[src/rtl/sr_xfer_ctrl.sv]
// Serial exchange sequencer for an 8-bit universal shift register: load a word,
// shift len bits out/in paced by bit_tick, then return the captured word.
module sr_xfer_ctrl #(
    parameter  int WIDTH = 8,
    localparam int LEN_W = $clog2(WIDTH) + 1
) (
    input  logic             clk,
    input  logic             rst,
    input  logic             cmd_valid,
    output logic             cmd_ready,
    input  logic [WIDTH-1:0] cmd_data,
    input  logic             cmd_dir,
    input  logic [LEN_W-1:0] cmd_len,
    input  logic             cmd_abort,
    input  logic             bit_tick,
    output logic             rsp_valid,
    input  logic             rsp_ready,
    output logic [WIDTH-1:0] rsp_data,
    output logic             busy,
    output logic [1:0]       sr_ctrl,
    output logic [WIDTH-1:0] sr_par_in,
    input  logic [WIDTH-1:0] sr_par_out
);

    typedef enum logic [1:0] {
        ST_IDLE,
        ST_LOAD,
        ST_SHIFT,
        ST_DONE
    } state_e;

    localparam logic [1:0] CTRL_HOLD  = 2'd0;
    localparam logic [1:0] CTRL_LEFT  = 2'd1;
    localparam logic [1:0] CTRL_RIGHT = 2'd2;
    localparam logic [1:0] CTRL_LOAD  = 2'd3;

    state_e             state_q, state_d;
    logic [LEN_W-1:0]   bit_cnt_q, bit_cnt_d;
    logic               dir_q, dir_d;
    logic [WIDTH-1:0]   par_in_q, par_in_d;
    logic [LEN_W-1:0]   eff_len;

    // A zero or oversized length means a full-word exchange.
    assign eff_len = ((cmd_len == '0) || (cmd_len > LEN_W'(WIDTH))) ? LEN_W'(WIDTH) : cmd_len;

    // NOTE: sequential state uses non-blocking assignments so every flop samples pre-edge values.
    always_ff @(posedge clk or posedge rst) begin
        if (rst) begin
            state_q   <= ST_IDLE;
            bit_cnt_q <= '0;
            dir_q     <= 1'b0;
            par_in_q  <= '0;
        end else begin
            state_q   <= state_d;
            bit_cnt_q <= bit_cnt_d;
            dir_q     <= dir_d;
            par_in_q  <= par_in_d;
        end
    end

    // NOTE: every signal written here gets a default first, so no path can infer a latch.
    always_comb begin
        state_d   = state_q;
        bit_cnt_d = bit_cnt_q;
        dir_d     = dir_q;
        par_in_d  = par_in_q;
        sr_ctrl   = CTRL_HOLD;
        unique case (state_q)
            ST_IDLE: begin
                if (cmd_valid) begin
                    par_in_d  = cmd_data;
                    dir_d     = cmd_dir;
                    bit_cnt_d = eff_len;
                    state_d   = ST_LOAD;
                end
            end
            ST_LOAD: begin
                if (cmd_abort) begin
                    state_d = ST_IDLE;
                end else begin
                    sr_ctrl = CTRL_LOAD;
                    state_d = ST_SHIFT;
                end
            end
            ST_SHIFT: begin
                if (cmd_abort) begin
                    state_d = ST_IDLE;
                end else if (bit_tick) begin
                    sr_ctrl = dir_q ? CTRL_RIGHT : CTRL_LEFT;
                    if (bit_cnt_q != '0) begin
                        bit_cnt_d = bit_cnt_q - 1'b1;
                    end
                    // The <= guard keeps a corrupted zero count from stranding the FSM.
                    if (bit_cnt_q <= LEN_W'(1)) begin
                        state_d = ST_DONE;
                    end
                end
            end
            ST_DONE: begin
                if (cmd_abort || rsp_ready) begin
                    state_d = ST_IDLE;
                end
            end
            default: state_d = ST_IDLE;
        endcase
    end

    assign cmd_ready = (state_q == ST_IDLE);
    assign busy      = (state_q != ST_IDLE);
    assign rsp_valid = (state_q == ST_DONE);
    // The shifter holds while in DONE, so passing par_out through is stable.
    assign rsp_data  = (state_q == ST_DONE) ? sr_par_out : '0;
    assign sr_par_in = par_in_q;

endmodule

[config.mk]
export PLATFORM = sky130hd
export DESIGN_NAME = sr_xfer_ctrl
export DESIGN_NICKNAME = d
export VERILOG_FILES = /design/src/rtl/sr_xfer_ctrl.sv
export SDC_FILE = /design/constraint.sdc
export NUM_CORES = 1
export LEC_CHECK = 0
export CAP_MARGIN = 20
export CORE_MARGIN = 2
export CORE_UTILIZATION = 39
export DETAILED_ROUTE_END_ITERATION = 16
export PLACE_DENSITY = 0.85
export SYNTH_ARGS = -nofsm -noshare
export SYNTH_HDL_FRONTEND = slang
export SYNTH_SLANG_ARGS = --single-unit
[constraint.sdc]
create_clock -name clk -period 1.9 [get_ports clk]
set_input_delay 0.38 -clock clk [delete_from_list [all_inputs] [get_ports clk]]
set_output_delay 0.38 -clock clk [all_outputs]
set_load 0.1 [all_outputs]
==> results.sh, run 1 <==
export IMPL_outcome="finished, final reports clean"
export IMPL_async_flop_share=1.00
export IMPL_critPathMaxFanout=4
export IMPL_antenna_found_initial=0
export IMPL_synth_seq_area_share=0.398
export IMPL_min_path_type="in2async"
export IMPL_r2r_end="bit_cnt_q[3]"
export IMPL_drive_gt1_frac=0.386
export IMPL_critPathSlowestCell="clkdlybuf4s50_1"
export IMPL_placed_cells=166
export IMPL_ant_nets=0
export IMPL_grt_max_degree=16
export IMPL_row_count=17
export IMPL_gr_total_overflow=0
export IMPL_netlist_area_leader_share=0.398
export IMPL_synth_edff_count=0
export IMPL_post_route_min_period_ns=1.86
export IMPL_layout_cells_non_filler=173
export IMPL_max_slew_margin=0.636
export IMPL_fin_worst_skew_ns=0.000329
export IMPL_grt_total_usage=0.218
export IMPL_ys_ff_latch=15
export IMPL_root_buffer="clkbuf_4"
export IMPL_clkSinkCount=15
export IMPL_reg2reg_depth=6
export IMPL_period_share=0.977
export IMPL_clockBufferDepth=2
export IMPL_initial_core_util=0.418
export IMPL_clk_pin_slew_ns=0.09
export IMPL_r2r_start="bit_cnt_q[0]"
export IMPL_synth_cell_types=31
export IMPL_diodes=0
export IMPL_yosys_top_cells_count="dfrtp_1 (15), inv_1 (9), mux2_1 (9), and2_1 (8), ha_1 (7)"
export IMPL_fin_setup_tns_ns=0
export IMPL_synth_warnings=0
export IMPL_grt_pass1_wl_um=4450
export IMPL_hold_violations=0
export IMPL_synth_area_um2=943
export IMPL_vias=910
export IMPL_rsz0062_at_grt="true"
export IMPL_route_detailed_drc=0
export IMPL_critical_path_class="in2out"
export IMPL_final_util=0.769
export IMPL_ys_top_cells_by_area="dfrtp_1 (40%), mux2_1 (11%), ha_1 (9.3%)"
export IMPL_area_growth_pct=83.8
export IMPL_synth_most_common_cell="dfrtp_1"
export IMPL_place_congestion=0.887
export IMPL_vias_per_cell=5.26
export IMPL_cp_end_kind="output port"
export IMPL_io_buffers=47
export IMPL_synth_top_area_cell="dfrtp_1"
export IMPL_wl_per_cell_um=15.7
export IMPL_fmax_mhz=539
export IMPL_crit_chain="clkdlybuf4s50_1 -> a31oi_4 -> nor2_4 -> buf_12"
export IMPL_crit_path_start_kind="input pin"
export IMPL_finalSetupViolations=0
export IMPL_routed_wl_um=2720
export IMPL_placed_cell_area_um2=1610
export IMPL_tightest_slew_ns=0.546
export IMPL_final_area_um2=1730
export IMPL_drv_cap=0
export IMPL_clk_latency_ns=0.28
export IMPL_grt_pass1_vias=960
export IMPL_dieWidth_um=53.2
export IMPL_synth_area_per_cell_um2=10.4
export IMPL_drtIter0Drc=13
export IMPL_die_h_um=53.2
export IMPL_cts_tree="built"
export IMPL_dp_hpwl_um=2190
export IMPL_synth_ff_type="dfrtp_1"
export IMPL_dr_pass1_iters=4
export IMPL_h_tree_depth=1
export IMPL_die_area_um2=2830
export IMPL_cp_data_required_time_ns=1.52
export IMPL_final_max_slew_viol_count=0
export IMPL_cts_made_buffers=3
export IMPL_syn_inst=91
export IMPL_critPathMaxStageDelay_ns=0.64
export IMPL_io_pins=48
export IMPL_arrival_ns=1.48
export IMPL_syn_nets=125
export IMPL_coreArea_um2=2250
export IMPL_rrSetupSlack_ns=0.12
export IMPL_num_nets_final=180
## cells in the final DEF (no fill, tap or decap), types with 3 or more instances in the layout
cell type	netlist	routed
a21oi_1	4	4
and2_4	0	7
buf_12	0	13
buf_4	0	12
clkbuf_4	0	3
clkdlybuf4s50_1	0	26
dfrtp_1	15	14
ha_1	7	3
ha_4	0	3
inv_1	9	6
mux2_1	9	9
nor2_1	5	3
nor3_1	3	3
## what timing repair did
action / CTS / global route
hold endpoints to repair: 0 / 0
buffers inserted: 1 / 2
hold buffers: 0 / 0
setup endpoints to repair: 2 / 4
gates resized for setup: 5 / 7
pin swaps: 1 / 3
## worst max-delay path: cells and delay by family
| kind | cells | cell delay [ns] |
|---|---|---|
| simple gates | 1 | 0.14 |
| buf+inv | 2 | 0.82 |
| compound gates | 1 | 0.14 |
## cell families after synthesis
group                      count (synthesis)  share of synthesized area
DFF                                       15                      0.398
buffers and inverters                     10                     0.0411
AOI/OAI and AO/OA                         16                      0.117
xor gates and xnor gates                   1                    0.00929
and+or+nand+nor                           30                      0.192
adders and majority gates                  7                     0.0928
muxes                                     12                      0.150
## worst max path at each step
stage | start | endpoint | cells past startpoint
5_1_grt | state_q[0] | sr_ctrl[1] | 5
3_3_place_gp | cmd_abort | sr_ctrl[1] | 4
2_1_floorplan | state_q[1] | bit_cnt_q[1] | 6
4_1_cts | state_q[1] | sr_ctrl[0] | 5
6_report | bit_tick | sr_ctrl[1] | 4
3_5_place_dp | cmd_abort | sr_ctrl[0] | 4
## stage by stage
step | hold WS (ns) | setup slack [ns]
CTS | 0.454 | 0.0263
global route | 0.485 | -0.0189
global placement | 0.480 | 0.0894
finish | 0.438 | 0.0443
detailed placement | 0.486 | 0.0600
floorplan | 0.281 | -0.346
## state kept, by name, indices dropped and copies added, names as in the netlist
signal,cells
bit_cnt_q,4
dir_q,1
sr_par_in,8
state_q,2
## metal layers
metal,up-vias,part of all wire,track usage
li1,426,-,-
met1,432,0.40,0.264
met2,49,0.50,0.392
met3,3,0.093,0.0395
met4,0,0.0055,0.0598
met5,-,0,0
## cell type report
cell class,count,area [µm²]
Clock buffer,3,22.5
Inverter,9,37.5
Multi-Input combinational cell,66,647
Sequential cell,15,377
Timing Repair Buffer,51,611
Clock inverter,1,5.00
Tap cell,28,35.0
Fill cell,154,520
Power of run 1 is left out: the tool's default activity adds up to more than one toggle a clock period on the data nets, which glitch-free logic cannot reach.
==> run 2: changes to the inputs <==
--- a/config.mk
+++ b/config.mk
@@ -6,7 +6,7 @@
 export NUM_CORES = 1
 export LEC_CHECK = 0
 export CAP_MARGIN = 20
-export CORE_MARGIN = 2
+export CORE_MARGIN = 8
 export CORE_UTILIZATION = 39
 export DETAILED_ROUTE_END_ITERATION = 16
 export PLACE_DENSITY = 0.85
==> results.sh, run 2 (synthesized netlist as in run 1, its figures left out) <==
export IMPL_largest_register_ffs=8
export IMPL_num_nets_final=182
export IMPL_cts_tree="built"
export IMPL_crit_path_start_kind="flop"
export IMPL_critical_path_depth=5
export IMPL_routed_wl_um=3220
export IMPL_dieWidth_um=65.2
export IMPL_final_cell_mix="clkdlybuf4s50_1 (25), dfrtp_1 (13), buf_12 (13), buf_4 (13), mux2_1 (9)"
export IMPL_period_share=0.979
export IMPL_drive_gt1_frac=0.395
export IMPL_clockBufferDepth=2
export IMPL_max_slew_margin=0.608
export IMPL_root_buffer="clkbuf_4"
export IMPL_clk_pin_slew_ns=0.09
export IMPL_place_congestion=0.796
export IMPL_coreArea_um2=2390
export IMPL_vias=952
export IMPL_grt_pass1_wl_um=5100
export IMPL_dp_hpwl_um=2350
export IMPL_critPathMaxStageDelay_ns=0.46
export IMPL_route_detailed_drc=0
export IMPL_antenna_found_initial=0
export IMPL_drtIter0Drc=30
export IMPL_row_count=18
export IMPL_path_buf_inv=2
export IMPL_path_delay_family="flip-flops"
export IMPL_critPathMaxFanout=6
export IMPL_critical_path_class="reg2out"
export IMPL_wl_per_cell_um=18.2
export IMPL_die_h_um=65.2
export IMPL_final_common_cell="clkdlybuf4s50_1"
export IMPL_reg2reg_depth=6
export IMPL_min_path_type="in2async"
export IMPL_final_util=0.740
export IMPL_cp_data_required_time_ns=1.52
export IMPL_outcome="finished, final reports clean"
export IMPL_tightest_slew_ns=0.587
export IMPL_fin_setup_tns_ns=0
export IMPL_grt_pass1_vias=1010
export IMPL_arrival_ns=1.48
export IMPL_clk_latency_ns=0.29
export IMPL_final_area_um2=1770
export IMPL_cts_made_buffers=3
export IMPL_grt_total_usage=0.153
export IMPL_io_pins=48
export IMPL_vias_per_cell=5.38
export IMPL_clkSinkCount=15
export IMPL_io_buffers=47
export IMPL_drv_cap=0
export IMPL_holdWs_ns=0.441
export IMPL_hold_violations=0
export IMPL_crit_chain="inv_4 -> ha_4 -> a31oi_4 -> nor2_4 -> buf_12"
export IMPL_h_tree_depth=1
export IMPL_diodes=0
export IMPL_fmax_mhz=538
export IMPL_final_max_slew_viol_count=0
export IMPL_dr_pass1_iters=4
export IMPL_finalSetupViolations=0
export IMPL_die_area_um2=4250
export IMPL_cp_end_kind="output port"
export IMPL_placed_cell_area_um2=1620
export IMPL_holdBufCountCts=0
export IMPL_initial_core_util=0.395
export IMPL_gr_total_overflow=0
export IMPL_critPathSlowestCell="dfrtp_2"
export IMPL_fin_worst_skew_ns=0.000798
export IMPL_post_route_min_period_ns=1.86
export IMPL_ant_nets=0
export IMPL_area_growth_pct=87.3
export IMPL_grt_max_degree=16
==> run 2: cell types whose count changed in the layout (fill, tap and decap cells not counted), sizes merged <==
cell           previous run  this run
clkinv                    1         0
clkdlybuf4s50            26        25
clkbuf                    3         4
buf                      25        27
dlymetal6s2s              0         1
==> run 2: layout make-up <==
type                            instances  area (µm²)
Clock buffer                            4        26.3
Fill cell                             185         621
Inverter                                9        42.5
Multi-Input combinational cell         66         651
Sequential cell                        15         378
Tap cell                               30        37.5
Timing Repair Buffer                   53         632
==> run 2: path summary, 6_finish.rpt <==
check / start / to / slack [ns]
setup / recovery: state_q[0] / sr_ctrl[1] / 0.04
hold / removal: rst / dir_q / 0.44
setup reg to reg: bit_cnt_q[0] / bit_cnt_q[1] / 0.08
hold reg to reg: sr_par_in[7] / sr_par_in[7] / 0.50
max in group asynchronous: rst / state_q[1] / 1.04
min in group clk: sr_par_in[7] / sr_par_in[7] / 0.50
==> run 2: layer usage <==
layer	track usage	wire, µm	up-vias
li1	-	-	430
met1	0.160	1220	442
met2	0.266	1560	64
met3	0.0612	315	16
met4	0.0654	127	0
met5	0	0	-
==> run 2: what timing repair did <==
| action | CTS | global route |
|---|---|---|
| resized for setup | 7 | 10 |
| setup buffers | 1 | 4 |
| pin swaps | 2 | 2 |
| setup endpoints to repair | 2 | 10 |
==> run 2: through the flow <==
| step | cells | setup WS (ns) |
|---|---|---|
| after CTS | 173 | -0.0246 |
| final | 177 | 0.0396 |
| after global placement | 168 | 0.0754 |
| after detailed placement | 168 | 0.0589 |
| after global routing | 177 | -0.0265 |
| after floorplan | 91 | -0.346 |
==> run 2: worst register-to-register path, delay by kind of cell, from the launching register on <==
| kind | cells | cell delay [ns] |
|---|---|---|
| AO/OA/AOI/OAI | 1 | 0.17 |
| adder cells (fa/ha/maj) | 1 | 0.22 |
| AND/OR/NAND/NOR | 2 | 0.44 |
| multiplexers | 1 | 0.30 |
| buffers and inverters | 1 | 0.14 |
| flip-flops | 1 | 0.44 |
Power of run 2 is left out for the same reason.
